### config.mk
export PLATFORM = sky130hd
export DESIGN_NAME = pipe_stage_reg
export DESIGN_NICKNAME = d
export VERILOG_FILES = /design/src/rtl/pipe_stage_reg.sv
export SDC_FILE = /design/constraint.sdc
export NUM_CORES = 1
export LEC_CHECK = 0
export CAP_MARGIN = 0
export CELL_PAD_IN_SITES_DETAIL_PLACEMENT = 1
export CELL_PAD_IN_SITES_GLOBAL_PLACEMENT = 1
export CORE_MARGIN = 1
export CORE_UTILIZATION = 38
export CTS_BUF_LIST = sky130_fd_sc_hd__clkbuf_2
export CTS_CLUSTER_DIAMETER = 80
export DETAILED_ROUTE_END_ITERATION = 8
export GPL_TIMING_DRIVEN = 0
export HOLD_SLACK_MARGIN = 0.12
export PLACE_DENSITY_LB_ADDON = 0.1
export SETUP_SLACK_MARGIN = 0.02
export SLEW_MARGIN = 40
export SYNTH_ARGS = -nofsm -noshare
export SYNTH_HDL_FRONTEND = slang
export SYNTH_SLANG_ARGS = --single-unit
export TNS_END_PERCENT = 1
### constraint.sdc
create_clock -name clk -period 2.41 [get_ports clk]
set_clock_uncertainty 0.2 [all_clocks]
set_input_delay 0.241 -clock clk [delete_from_list [all_inputs] [get_ports clk]]
set_output_delay 0.241 -clock clk [all_outputs]
set_load 0.01 [all_outputs]
### src/rtl/pipe_stage_reg.sv
// Two-entry pipeline stage register (main + skid) with valid/ready handshake,
// hazard stall and branch flush. FIFO order is preserved; in_ready comes
// straight from a flop, so there is no combinational path from out_ready or stall.
// Optional performance counters are enabled by defining PIPE_STAGE_REG_PERF_EN;
// without it stall_cnt and flush_cnt are tied to zero.
module pipe_stage_reg #(
  parameter int unsigned       DATA_W      = 64,
  parameter int unsigned       CTRL_W      = 8,
  parameter logic [CTRL_W-1:0] BUBBLE_CTRL = '0
) (
  input  logic              clk,
  input  logic              reset,
  input  logic              in_valid,
  output logic              in_ready,
  input  logic [DATA_W-1:0] in_data,
  input  logic [CTRL_W-1:0] in_ctrl,
  output logic              out_valid,
  input  logic              out_ready,
  output logic [DATA_W-1:0] out_data,
  output logic [CTRL_W-1:0] out_ctrl,
  input  logic              stall,
  input  logic              flush,
  output logic [1:0]        occupancy,
  output logic [31:0]       stall_cnt,
  output logic [31:0]       flush_cnt
);

  logic              main_valid_q, skid_valid_q;
  logic [DATA_W-1:0] main_data_q, skid_data_q;
  logic [CTRL_W-1:0] main_ctrl_q, skid_ctrl_q;
  logic              accept, release_head;

  // Handshake qualifiers; the skid slot is the only thing that can refuse input.
  always_comb begin
    accept       = in_valid & ~skid_valid_q;
    release_head = main_valid_q & out_ready & ~stall;
  end

  // Entry storage: main is the head, skid catches the entry that arrives while main is held.
  always_ff @(posedge clk or negedge reset) begin
    if (!reset) begin
      main_valid_q <= 1'b0;
      skid_valid_q <= 1'b0;
      main_data_q  <= '0;
      skid_data_q  <= '0;
      main_ctrl_q  <= BUBBLE_CTRL;
      skid_ctrl_q  <= BUBBLE_CTRL;
    end else if (flush) begin
      // Kill everything, including an entry offered this cycle.
      main_valid_q <= 1'b0;
      skid_valid_q <= 1'b0;
    end else if (!main_valid_q || release_head) begin
      // Head slot is free after this edge: refill from skid first, then from input.
      if (skid_valid_q) begin
        main_valid_q <= 1'b1;
        main_data_q  <= skid_data_q;
        main_ctrl_q  <= skid_ctrl_q;
        skid_valid_q <= 1'b0;
      end else if (accept) begin
        main_valid_q <= 1'b1;
        main_data_q  <= in_data;
        main_ctrl_q  <= in_ctrl;
      end else begin
        main_valid_q <= 1'b0;
      end
    end else if (accept) begin
      skid_valid_q <= 1'b1;
      skid_data_q  <= in_data;
      skid_ctrl_q  <= in_ctrl;
    end
  end

  // Output view of the head; payload is left untouched when the stage is empty.
  always_comb begin
    in_ready  = ~skid_valid_q;
    out_valid = main_valid_q;
    out_data  = main_data_q;
    out_ctrl  = main_valid_q ? main_ctrl_q : BUBBLE_CTRL;
    occupancy = {1'b0, main_valid_q} + {1'b0, skid_valid_q};
  end

`ifdef PIPE_STAGE_REG_PERF_EN
  logic [31:0] stall_cnt_q, flush_cnt_q;

  // Saturating event counters: stalls that actually hold a valid head, and flush cycles.
  always_ff @(posedge clk or negedge reset) begin
    if (!reset) begin
      stall_cnt_q <= '0;
      flush_cnt_q <= '0;
    end else begin
      if (stall && main_valid_q && (stall_cnt_q != 32'hFFFF_FFFF)) begin
        stall_cnt_q <= stall_cnt_q + 32'd1;
      end
      if (flush && (flush_cnt_q != 32'hFFFF_FFFF)) begin
        flush_cnt_q <= flush_cnt_q + 32'd1;
      end
    end
  end

  assign stall_cnt = stall_cnt_q;
  assign flush_cnt = flush_cnt_q;
`else
  assign stall_cnt = '0;
  assign flush_cnt = '0;
`endif

endmodule

==> out/results.txt <==
Slew Limit Fails = 0
Synthesized area = 6850 sq um
Synthesized area per cell = 14.6 sq um
Most frequent cells in the layout = 209 x mux2_2, 146 x dfrtp_1, 141 x clkdlybuf4s50_1
Cell count after synthesis = 468
CTS buffer count = 17
Netlist cell types = 19
Number of buffers and inverters on the critical path = 4
Die Wd = 136 microns
Worst-path cell chain = dlygate4sd3_1, clkdlybuf4s50_1, nand2b_4, dlygate4sd3_1, nand2_1, nor3_1, dlygate4sd3_1
Most common cell after layout, fill and taps aside = mux2_2
Vias in the first global route = 5071
CTS Sinks = 146
First-pass iteration count of the detailed router = 4
Layout area overhead = 46.1%
Iter 0 DRT Violations = 95
Vias per inst = 4.53
Drt total wl = 16.9 mm
Design Area, Final = 10000 sq um
Total grt overflow = 0
Final Util = 0.573
Hold_ws = 0.298 ns
Sw frac = 0.286
Cell Count, Final, Fillers Out = 1028
Tmin final = 2.38 ns
Startpoint types = input pin
Final ANT Viol Nets = 0
CP required = 2.85 ns
Gate power share = 0.298
Cell Rows = 48
Largest net degree at the start of global routing = 60
Clock Path Buffers = 2
DRC viols = 0
Critical path type = in2reg
Pint = 0.00464 W
Clk Latency, worst-skew pair = 0.71 ns
Status = complete, no violations
Fillcell total = 1777
Drt wl/cell = 16.4 microns
Final worst path period share = 0.988
GRT Overall Usage = 0.192
Power per cell area = 650 nW/um^2
Overall Power = 0.00650 W
Final setup violation count = 0
Share of cells above drive strength 1 = 0.410
Critical Path Most Common Cell = dlygate4sd3_1
Core area = 17500 sq um
Vias = 4657
Slew margin rel. = 0.495
RSZ-0062 raised after global routing = true
Crit path arrival time = 2.83 ns
Maxcap violations = 0
Nets = 868
Synth warn = 0
Leak = 4.44 nW
CTS root buffer = clkbuf_2
# H-tree levels = 4
Dpl cells = 911
Critical path's top delay family = buffers and inverters
Slew @ Worst Pin = 0.755 ns
Reg power frac = 0.515
Crit-path slowest cell = dlygate4sd3_1
Crit path capture type = register
DIE AREA = 18600 sq um
Largest stage delay, worst path = 0.57 ns
Die Height = 136 microns
TritonCTS clock tree = yes
Initial core utilization = 0.392
Post-DP Area = 8960 sq um
Critical-path maximum fanout = 3
Sequential area share after synthesis = 0.533
Net Sw Power = 0.00186 W
FMAX = 420 MHz
Gpl congestion = 0.749
First-pass GRT wire length = 26.9 mm
Clock share of power = 0.187
Worst VDD drop = 0.335 mV
Post-synthesis sequential element count = 146
Initial antenna violation count = 1
Hold Crit Class = in2reg
Hold Vio Cnt, Final = 0
PortBufs = 153
CTS clk-pin slew, worst paths = 0.19 ns
Final HPWL DP = 11.5 mm
IO Pins = 218
## area by class of cell
cell class / count / area, sq um / area share
inverters: 1 / 3.75 / 0.000375
multi-input cells: 297 / 2800 / 0.280
well taps: 225 / 282 / 0.0281
clock buffers: 19 / 95.1 / 0.00950
plain buffers: 87 / 651 / 0.0650
clock inverters: 13 / 95.1 / 0.00950
diodes: 1 / 2.50 / 0.000250
repair buffers: 239 / 2430 / 0.242
flip-flops and latches: 146 / 3650 / 0.365
## synthesized netlist by cell type
cell | count | area (sq um)
a211oi_4 | 1 | 20.0
a21oi_1 | 1 | 5.00
and2_1 | 8 | 50.1
buf_1 | 1 | 3.75
buf_2 | 9 | 45.0
buf_4 | 64 | 480
buf_6 | 7 | 78.8
clkbuf_1 | 6 | 22.5
conb_1 | 1 | 3.75
dfrtp_1 | 146 | 3650
ha_1 | 1 | 12.5
inv_1 | 1 | 3.75
mux2_1 | 7 | 78.8
mux2_2 | 209 | 2350
nand2_1 | 1 | 3.75
nand2b_4 | 1 | 13.8
nand4_2 | 1 | 12.5
nor2_1 | 2 | 7.51
nor3_1 | 1 | 5.00
## power by group through the flow
stage / clock network [W] / registers (W) / logic (W)
floorplan: 0 / 0.00342 / 0.000851
global placement: 0 / 0.00335 / 0.00176
detailed placement: 0 / 0.00339 / 0.00184
CTS: 0.00129 / 0.00334 / 0.00195
global route: 0.00138 / 0.00343 / 0.00209
finish: 0.00122 / 0.00335 / 0.00194
## worst reg2reg max path, stage by stage (launching register included)
cell	delay, ns
dfrtp_1	0.42
buf_4	0.14
buf_4	0.13
a211oi_4	0.66
buf_6	0.26
mux2_2	0.35
## state kept, by name, indices dropped and copies added, names as in the netlist
name	flops
out_data	64
skid_data_q	64
main_ctrl_q	8
skid_ctrl_q	8
out_valid	1
skid_valid_q	1
## kinds of logic (layout without fill, tap and decap cells)
| family | count (synthesis) | count (layout) | synth area share |
|---|---|---|---|
| AO/OA/AOI/OAI | 2 | 2 | 0.00365 |
| adder cells (fa/ha/maj) | 1 | 1 | 0.00183 |
| buffers and inverters | 88 | 359 | 0.0926 |
| flip-flops | 146 | 146 | 0.533 |
| multiplexers | 216 | 216 | 0.355 |
| other | 1 | 65 | 0.000547 |
| AND/OR/NAND/NOR | 14 | 14 | 0.0135 |
## per-layer routing
metal / track usage / part of all wire / wire [microns] / vias to the layer above
met5: 0 / 0 / 0 / -
met4: 0.0580 / 0.013 / 221 / 0
met3: 0.0488 / 0.049 / 833 / 16
met2: 0.353 / 0.55 / 9320 / 132
met1: 0.216 / 0.39 / 6540 / 2355
li1: - / - / - / 2154
## what timing repair did
item | 4_1_cts | 5_1_grt
pin swaps | 0 | 0
setup endpoints to repair | 11 | 2
hold buffers | 80 | 0
resized for setup | 17 | 1
buffers inserted | 3 | 1
endpoints found under the hold margin | 292 | 0
## worst paths after layout
check	start	endpoint	slack (ns)	cells after the start
max	stall	skid_valid_q$_DFFE_PN0P_	0.03	7
min	in_valid	skid_data_q[63]$_DFFE_PN0P_	0.30	3
max reg2reg	out_valid$_DFFE_PN0P_	out_data[63]$_DFFE_PN0P_	0.15	5
min reg2reg	skid_data_q[4]$_DFFE_PN0P_	skid_data_q[4]$_DFFE_PN0P_	0.32	1
max in group asynchronous	reset	skid_data_q[13]$_DFFE_PN0P_	0.75	6
min in group asynchronous	reset	skid_data_q[46]$_DFFE_PN0P_	0.40	4
## per-stage QoR
stage / TNS [ns] / worst slack, ns
2_1_floorplan: 0 / 0.580
3_3_place_gp: -739.52 / -5.05
3_5_place_dp: -6.35 / -0.102
4_1_cts: 0 / 0.0231
5_1_grt: -0.0142 / -0.0142
6_report: 0 / 0.0283
Note: power is estimated with default switching activity, not from simulation.
